[src/rtl/ifu_prefetch_if.sv]
// AXI-lite read channel between the fetch unit (master) and instruction memory (slave).
// RRESP is present only when IFU_RRESP_CHECK_EN is defined.
interface ifu_prefetch_if #(
    parameter int ADDR_W = 32,
    parameter int DATA_W = 64
);
    logic              ARVALID;
    logic [ADDR_W-1:0] ARADDR;
    logic              ARREADY;
    logic              RVALID;
    logic [DATA_W-1:0] RDATA;
    logic              RREADY;
`ifdef IFU_RRESP_CHECK_EN
    logic [1:0]        RRESP;
    modport master (output ARVALID, ARADDR, RREADY, input ARREADY, RVALID, RDATA, RRESP);
    modport slave  (input ARVALID, ARADDR, RREADY, output ARREADY, RVALID, RDATA, RRESP);
`else
    modport master (output ARVALID, ARADDR, RREADY, input ARREADY, RVALID, RDATA);
    modport slave  (input ARVALID, ARADDR, RREADY, output ARREADY, RVALID, RDATA);
`endif
endinterface

[src/rtl/ifu_prefetch.sv]
// Instruction prefetcher: pipelined AR issue, in-order pc tracking, FWFT instruction FIFO.
// Define IFU_RRESP_CHECK_EN to add RRESP fault tagging and stop-on-fault issue gating.
module ifu_prefetch #(
    parameter int              ADDR_W          = 32,
    parameter int              XLEN            = 64,
    parameter int              DATA_W          = 64,
    parameter int              FIFO_DEPTH      = 4,
    parameter int              MAX_OUTSTANDING = 2,
    parameter logic [XLEN-1:0] RESET_PC        = 'h8000_0000
) (
    input  logic            clk,
    input  logic            rst,
    input  logic            is_intr,
    input  logic [XLEN-1:0] intr_pc,
    input  logic            is_jump,
    input  logic [XLEN-1:0] jump_pc,
    ifu_prefetch_if.master  mem,
    output logic [31:0]     inst_o,
    output logic [XLEN-1:0] pc_o,
    output logic            ifu_valid,
    input  logic            idu_ready
`ifdef IFU_RRESP_CHECK_EN
    ,
    output logic            inst_fault_o
`endif
);
    localparam int CW  = $clog2(MAX_OUTSTANDING + 2);
    localparam int PW  = (MAX_OUTSTANDING > 1) ? $clog2(MAX_OUTSTANDING) : 1;
    localparam int FAW = $clog2(FIFO_DEPTH);
    localparam int FCW = $clog2(FIFO_DEPTH + 1);

    typedef struct packed {
`ifdef IFU_RRESP_CHECK_EN
        logic            fault;
`endif
        logic [XLEN-1:0] pc;
        logic [31:0]     inst;
    } entry_t;

    logic [XLEN-1:0] fetch_pc, ar_pc, base_pc, target, r_pc;
    logic            ar_valid, redirect, hold, issue, credit_ok, halt_n;
    logic            ar_fire, r_fire, keep, pop, empty;
    logic [CW-1:0]   outstanding, outst_n, drop_cnt, drop_n;
    logic [XLEN-1:0] pcq [MAX_OUTSTANDING];
    logic [PW-1:0]   pcq_wr, pcq_rd;
    entry_t          fifo [FIFO_DEPTH];
    entry_t          head, new_entry;
    logic [FAW-1:0]  f_wr, f_rd;
    logic [FCW-1:0]  f_cnt, f_cnt_n;
    logic [31:0]     r_inst;

    function automatic logic [PW-1:0] pq_inc(input logic [PW-1:0] p);
        return (p == PW'(MAX_OUTSTANDING - 1)) ? '0 : p + PW'(1);
    endfunction

    assign redirect = is_intr | is_jump;
    assign target   = is_intr ? intr_pc : jump_pc;
    assign base_pc  = redirect ? target : fetch_pc;

    assign mem.ARVALID = ar_valid;
    assign mem.ARADDR  = ar_pc[ADDR_W-1:0];
    assign mem.RREADY  = 1'b1;

    assign ar_fire = ar_valid & mem.ARREADY;
    assign hold    = ar_valid & ~mem.ARREADY;
    assign r_fire  = mem.RVALID & (outstanding != '0);
    assign keep    = r_fire & (drop_cnt == '0);
    assign r_pc    = pcq[pcq_rd];

    generate
        if (DATA_W == 64) begin : g_sel64
            assign r_inst = r_pc[2] ? mem.RDATA[63:32] : mem.RDATA[31:0];
        end else begin : g_sel32
            assign r_inst = mem.RDATA[31:0];
        end
    endgenerate

    assign outst_n = outstanding + CW'(ar_fire) - CW'(r_fire);

    // A redirect retires everything in flight, including an AR that is stuck
    // on the bus and will only be counted as outstanding once it is accepted.
    always_comb begin
        drop_n = drop_cnt;
        if (redirect)
            drop_n = outst_n + CW'(hold);
        else if (r_fire && drop_cnt != '0)
            drop_n = drop_cnt - CW'(1);
    end

    assign pop     = ifu_valid & idu_ready;
    assign f_cnt_n = redirect ? '0 : f_cnt + FCW'(keep) - FCW'(pop);

`ifdef IFU_RRESP_CHECK_EN
    logic stop, r_fault;
    assign r_fault = (mem.RRESP != 2'b00);
    assign halt_n  = redirect ? 1'b0 : (stop | (keep & r_fault));
    always_ff @(posedge clk) begin
        if (rst) stop <= 1'b0;
        else     stop <= halt_n;
    end
    assign new_entry = '{fault: r_fault, pc: r_pc, inst: r_inst};
`else
    assign halt_n    = 1'b0;
    assign new_entry = '{pc: r_pc, inst: r_inst};
`endif

    // Issue is decided on next-cycle counts so every kept response owns a FIFO slot.
    assign credit_ok = (outst_n < CW'(MAX_OUTSTANDING)) &&
                       ((int'(outst_n) - int'(drop_n) + int'(f_cnt_n)) < FIFO_DEPTH) &&
                       !halt_n;
    assign issue = !hold && credit_ok;

    always_ff @(posedge clk) begin
        if (rst) begin
            fetch_pc    <= RESET_PC;
            ar_pc       <= '0;
            ar_valid    <= 1'b0;
            outstanding <= '0;
            drop_cnt    <= '0;
            pcq_wr      <= '0;
            pcq_rd      <= '0;
            f_wr        <= '0;
            f_rd        <= '0;
            f_cnt       <= '0;
        end else begin
            fetch_pc    <= issue ? base_pc + XLEN'(4) : base_pc;
            ar_valid    <= hold | issue;
            if (issue) ar_pc <= base_pc;
            outstanding <= outst_n;
            drop_cnt    <= drop_n;
            if (ar_fire) pcq_wr <= pq_inc(pcq_wr);
            if (r_fire)  pcq_rd <= pq_inc(pcq_rd);
            f_cnt <= f_cnt_n;
            if (redirect) begin
                f_wr <= '0;
                f_rd <= '0;
            end else begin
                if (keep) f_wr <= f_wr + FAW'(1);
                if (pop)  f_rd <= f_rd + FAW'(1);
            end
        end
    end

    always_ff @(posedge clk) begin
        if (ar_fire)            pcq[pcq_wr] <= ar_pc;
        if (keep && !redirect)  fifo[f_wr]  <= new_entry;
    end

    assign head      = fifo[f_rd];
    assign empty     = (f_cnt == '0);
    assign ifu_valid = !empty && !redirect;
    assign inst_o    = empty ? '0 : head.inst;
    assign pc_o      = empty ? '0 : head.pc;
`ifdef IFU_RRESP_CHECK_EN
    assign inst_fault_o = !empty && head.fault;
`endif
endmodule

[src/flat_wrapper.sv]
// flat-port wrapper written by rule: the top's interface ports become plain ports
module ifu_prefetch_flat 
#(
    parameter int              ADDR_W          = 32,
    parameter int              XLEN            = 64,
    parameter int              DATA_W          = 64,
    parameter int              FIFO_DEPTH      = 4,
    parameter int              MAX_OUTSTANDING = 2,
    parameter logic [XLEN-1:0] RESET_PC        = 'h8000_0000
)
  (clk, rst, is_intr, intr_pc, is_jump, jump_pc, inst_o, pc_o, ifu_valid, idu_ready, mem_ARVALID, mem_ARADDR, mem_RREADY, mem_ARREADY, mem_RVALID, mem_RDATA);
  ifu_prefetch_if #(.ADDR_W(ADDR_W), .DATA_W(DATA_W)) mem_i ();
  input  logic clk;
  input  logic rst;
  input  logic is_intr;
  input  logic [XLEN-1:0] intr_pc;
  input  logic is_jump;
  input  logic [XLEN-1:0] jump_pc;
  output logic [31:0] inst_o;
  output logic [XLEN-1:0] pc_o;
  output logic ifu_valid;
  input  logic idu_ready;
  output wire logic [$bits(mem_i.ARVALID)-1:0] mem_ARVALID;
  output wire logic [$bits(mem_i.ARADDR)-1:0] mem_ARADDR;
  output wire logic [$bits(mem_i.RREADY)-1:0] mem_RREADY;
  input wire logic [$bits(mem_i.ARREADY)-1:0] mem_ARREADY;
  input wire logic [$bits(mem_i.RVALID)-1:0] mem_RVALID;
  input wire logic [$bits(mem_i.RDATA)-1:0] mem_RDATA;
  assign mem_ARVALID = mem_i.ARVALID;
  assign mem_ARADDR = mem_i.ARADDR;
  assign mem_RREADY = mem_i.RREADY;
  assign mem_i.ARREADY = mem_ARREADY;
  assign mem_i.RVALID = mem_RVALID;
  assign mem_i.RDATA = mem_RDATA;
  ifu_prefetch #(.ADDR_W(ADDR_W), .XLEN(XLEN), .DATA_W(DATA_W), .FIFO_DEPTH(FIFO_DEPTH), .MAX_OUTSTANDING(MAX_OUTSTANDING), .RESET_PC(RESET_PC)) u_core (.clk(clk), .rst(rst), .is_intr(is_intr), .intr_pc(intr_pc), .is_jump(is_jump), .jump_pc(jump_pc), .mem(mem_i), .inst_o(inst_o), .pc_o(pc_o), .ifu_valid(ifu_valid), .idu_ready(idu_ready));
endmodule
[config.mk]
export PLATFORM = sky130hd
export DESIGN_NAME = ifu_prefetch_flat
export DESIGN_NICKNAME = d
export VERILOG_FILES = /design/src/rtl/ifu_prefetch_if.sv /design/src/rtl/ifu_prefetch.sv /design/src/flat_wrapper.sv
export SDC_FILE = /design/constraint.sdc
export NUM_CORES = 1
export LEC_CHECK = 0
export CORE_MARGIN = 4
export CORE_UTILIZATION = 55
export CTS_CLUSTER_SIZE = 40
export DETAILED_ROUTE_END_ITERATION = 10
export DONT_BUFFER_PORTS = 1
export GPL_TIMING_DRIVEN = 0
export PLACE_DENSITY = 0.7
export SLEW_MARGIN = 20
export SYNTH_ARGS = -nofsm -noshare
export SYNTH_HDL_FRONTEND = slang
export SYNTH_SLANG_ARGS = --single-unit
export TNS_END_PERCENT = 5
[constraint.sdc]
create_clock -name clk -period 10.89 [get_ports clk]
set_input_delay 1.6335 -clock clk [delete_from_list [all_inputs] [get_ports clk]]
set_output_delay 1.6335 -clock clk [all_outputs]
set_load 0.01 [all_outputs]
==> flow_metrics.py <==
metrics = {
    "clock_network": {
        "path_clk_slew_ps": 60,
        "clock-sinks": 657,
        "cts-root-buf": "clkbuf_16",
        "post_cts_buffers": 0,
        "postCtsHoldBufs": 0,
        "cts_resized": 0,
        "insertion_delay_ps": 600,
        "htree_levels": 3,
        "numCtsBuffers": 70,
        "cts_tree": "built",
        "clockBufferDepth": 3,
    },
    "setup_path": {
        "crit_path_max_fanout": 10,
        "reg2regPathDepth": 24,
        "crit_arrival_ps": 8270,
        "critPathLaunchType": "primary input",
        "path_class": "primary input to flop",
        "rrSetupSlack_ps": 3890,
        "critPathRequiredTime_ps": 11420,
        "endpoint_kind": "flop",
        "rr_startpoint": "u_core.mem.ARVALID",
        "r2r-end": "u_core.ar_pc[45]",
    },
    "global_route": {
        "grt_busiest_layer": "met2",
        "grt_max_degree": 47,
        "grt.met2_usage_pct": 42.0,
        "antenna_found_initial": 12,
        "grt_pass1_wl_um": 101000,
        "use_met1_pct": 32.1,
        "grt_pass1_vias": 16100,
        "overflow": 0,
        "grt_use_met3_pct": 6.99,
        "grt_util_all_layers_pct": 25.0,
    },
    "logic_synthesis": {
        "synth_seq_cells": 657,
        "synth-xor-area-share_pct": 1.27,
        "syn_area_per_cell_um2": 14.8,
        "synth_edf_count": 512,
        "synth-compound-area-share_pct": 4.25,
        "synthCells": 1860,
        "synth_top_area_share_pct": 55.9,
        "synthAdderAreaFrac_pct": 1.06,
        "synth_mux_area_share_pct": 14.5,
        "async_flop_share_pct": 0,
        "yosys_most_used_dff": "edfxtp_1",
        "synth_cell_types": 62,
        "yosysWarnings": 0,
        "yosys.area_share.simple_pct": 9.37,
        "syn_nets": 2081,
        "yosysTopAreaCell": "edfxtp_1",
        "seq_area_frac_synth_pct": 66.5,
        "synthesis.area_um2": 27500,
        "synthTopCellsByArea": "edfxtp_1, dfxtp_1, mux4_2, mux2_2, nand2_1",
        "synth_top_family_by_area": "multiplexers",
    },
    "drt": {
        "wirelength_um": 67100,
        "drt_iter0_drc": 1176,
        "viasPerCell": 5.90,
        "vias": 15700,
        "wl_per_cell_um": 25.1,
        "first_pass_iters": 5,
        "post-route-drc-count": 0,
        "antenna_left": 0,
    },
    "run_status": {
        "status": "finished, final reports clean",
    },
    "power_and_ir_drop": {
        "power_density_nw_per_um2": 220,
        "ir_drop_mv": 0.133,
        "total_power_w": 0.00680,
        "p_leak_nw": 10.2,
    },
    "sta": {
        "drv_slew": 0,
        "fmax_mhz": 129,
        "setup_viol": 0,
        "period_share_pct": 71.1,
        "fin_crit_ps": 7740,
        "maxSlewHeadroom_pct": 27.6,
        "setup_tns_ps": 0,
        "rsz0062_at_grt": "no",
        "finalHoldViolCount": 0,
        "worst_pin_slew_ps": 1080,
        "fin_skew_ps": 19.5,
    },
    "die": {
        "die_w_um": 232,
        "die_h_um": 232,
        "io_pins": 330,
        "die_area_um2": 53600,
        "coreArea_um2": 49200,
        "rows": 81,
        "start_util_pct": 55.9,
    },
    "worst_hold_path": {
        "min_path_cells": 0,
        "hold-path-endpoint": "u_core.pcq[0][58]",
        "worstHoldStart": "u_core.ar_pc[58]",
        "min_path_type": "flop to flop",
    },
    "finish": {
        "multiInputGateArea_um2": 8410,
        "syn2layout_area_growth_pct": 12.3,
        "finalNetCount": 2165,
        "final_layout_size_suffix_gt1_share_pct": 19.8,
        "seq_area_um2": 18300,
        "fillers": 3654,
    },
    "place": {
        "dp.final_hpwl_um": 46900,
        "port_buffers": 0,
        "routabilityCongestion": 0.846,
    },
    "run": {
        "cap_violations": 0,
    },
}
through the flow:
| stage | cells | hold WS (ps) | setup WS, ps | cell area [um2] | util [%] |
|---|---|---|---|---|---|
| floorplan | 1860 | 425 | 4150 | 27500 | - |
| global placement | 2524 | 433 | 2620 | 28300 | 57.6 |
| detailed placement | 2536 | 437 | 2550 | 28600 | 58.3 |
| CTS | 2664 | 448 | 3150 | 30900 | 62.8 |
| global route | 2665 | 464 | 2700 | 30900 | 62.8 |
| finish | 2670 | 454 | 3150 | 30900 | 62.8 |
cell usage in the layout, fill, tap and decap left out, drive strengths merged, types with 20 or more instances in the layout:
cell type | netlist | routed
a21oi | 104 | 104
and2 | 105 | 105
buf | 67 | 78
clkbuf | 70 | 162
clkinv | 0 | 27
dfxtp | 145 | 145
edfxtp | 512 | 512
ha | 20 | 20
inv | 19 | 23
mux2 | 104 | 104
mux2i | 66 | 66
mux4 | 96 | 96
nand2 | 187 | 187
nand3 | 20 | 20
nor2 | 85 | 85
o21ai | 77 | 77
or3 | 23 | 23
xor2 | 21 | 21
Yosys cell counts (all sizes together), types with 6 or more instances:
| cell | number |
|---|---|
| nor4 | 6 |
| o21a | 6 |
| edfxtp | 512 |
| and2 | 105 |
| xnor2 | 19 |
| or4 | 12 |
| inv | 19 |
| and3 | 6 |
| nand4 | 19 |
| ha | 20 |
| xor2 | 21 |
| buf | 67 |
| mux4 | 96 |
| nor3 | 8 |
| or3 | 23 |
| nand2 | 187 |
| mux2i | 66 |
| nor2b | 8 |
| nor2 | 85 |
| o21ai | 77 |
| mux2 | 104 |
| a21oi | 104 |
| o31ai | 12 |
| clkbuf | 70 |
| dfxtp | 145 |
| nand3 | 20 |
critical path: stages:
cell and delay [ps]:
buf_4 190, buf_2 220, nor2_1 730, and3_1 350, ha_1 250, inv_1 60
ha_1 150, fa_1 430, and2_1 160, ha_1 260, and3b_1 230, a21oi_1 120
nor2_1 170, a21oi_1 100, ha_1 290, or2_2 330, o311ai_1 550, or2_2 210
clkbuf_1 590, clkbuf_1 480, buf_1 510, a21oi_1 150, nor2_1 100
layout make-up:
cell class / instances / area share (%)
Clock inverter: 37 / 1.00
Sequential cell: 657 / 59.2
Multi-Input combinational cell: 1047 / 27.2
Inverter: 19 / 0.231
Buffer: 137 / 2.44
Antenna cell: 6 / 0.0486
Tap cell: 664 / 2.69
Timing Repair Buffer: 12 / 0.997
Clock buffer: 91 / 6.16
worst max path at each step:
stage,startpoint,endpoint,slack (ps),cells past startpoint
detailed placement,is_intr,u_core.ar_pc[13],2550,23
finish,is_intr,u_core.ar_pc[45],3150,23
global route,is_intr,u_core.ar_pc[8],2700,23
floorplan,is_intr,u_core.fetch_pc[30],4150,27
global placement,is_intr,u_core.ar_pc[6],2620,23
CTS,is_intr,u_core.ar_pc[6],3150,23
cell families after synthesis:
logic type               count (synthesis)
AO/OA/AOI/OAI                          213
XOR/XNOR                                40
adder cells (fa/ha/maj)                 22
buffers and inverters                  156
flip-flops                             657
multiplexers                           266
other                                    1
AND/OR/NAND/NOR                        505
routing by layer:
metal | vias to the layer above | share of wire, %
met5 | - | 0.12
li1 | 7121 | -
met3 | 118 | 8.0
met2 | 536 | 49
met4 | 12 | 2.3
met1 | 7959 | 40
state kept, by name (all words and copies together) (netlist names), named ones only:
register            cells
u_core.drop_cnt         2
u_core.fetch_pc        64
u_core.pcq_rd           1
u_core.outstanding      2
u_core.f_cnt            3
u_core.pcq_wr           1
u_core.fifo           384
u_core.ar_pc           64
u_core.f_wr             2
u_core.f_rd             2
u_core.mem.ARVALID      1
u_core.pcq            128
report_power, final:
part	switching, W	internal (W)
Sequential	0.0000772	0.00295
Clock	0.000948	0.00133
Combinational	0.000990	0.000498
Total	0.00201	0.00478
Note: power is estimated with default switching activity, not from simulation.
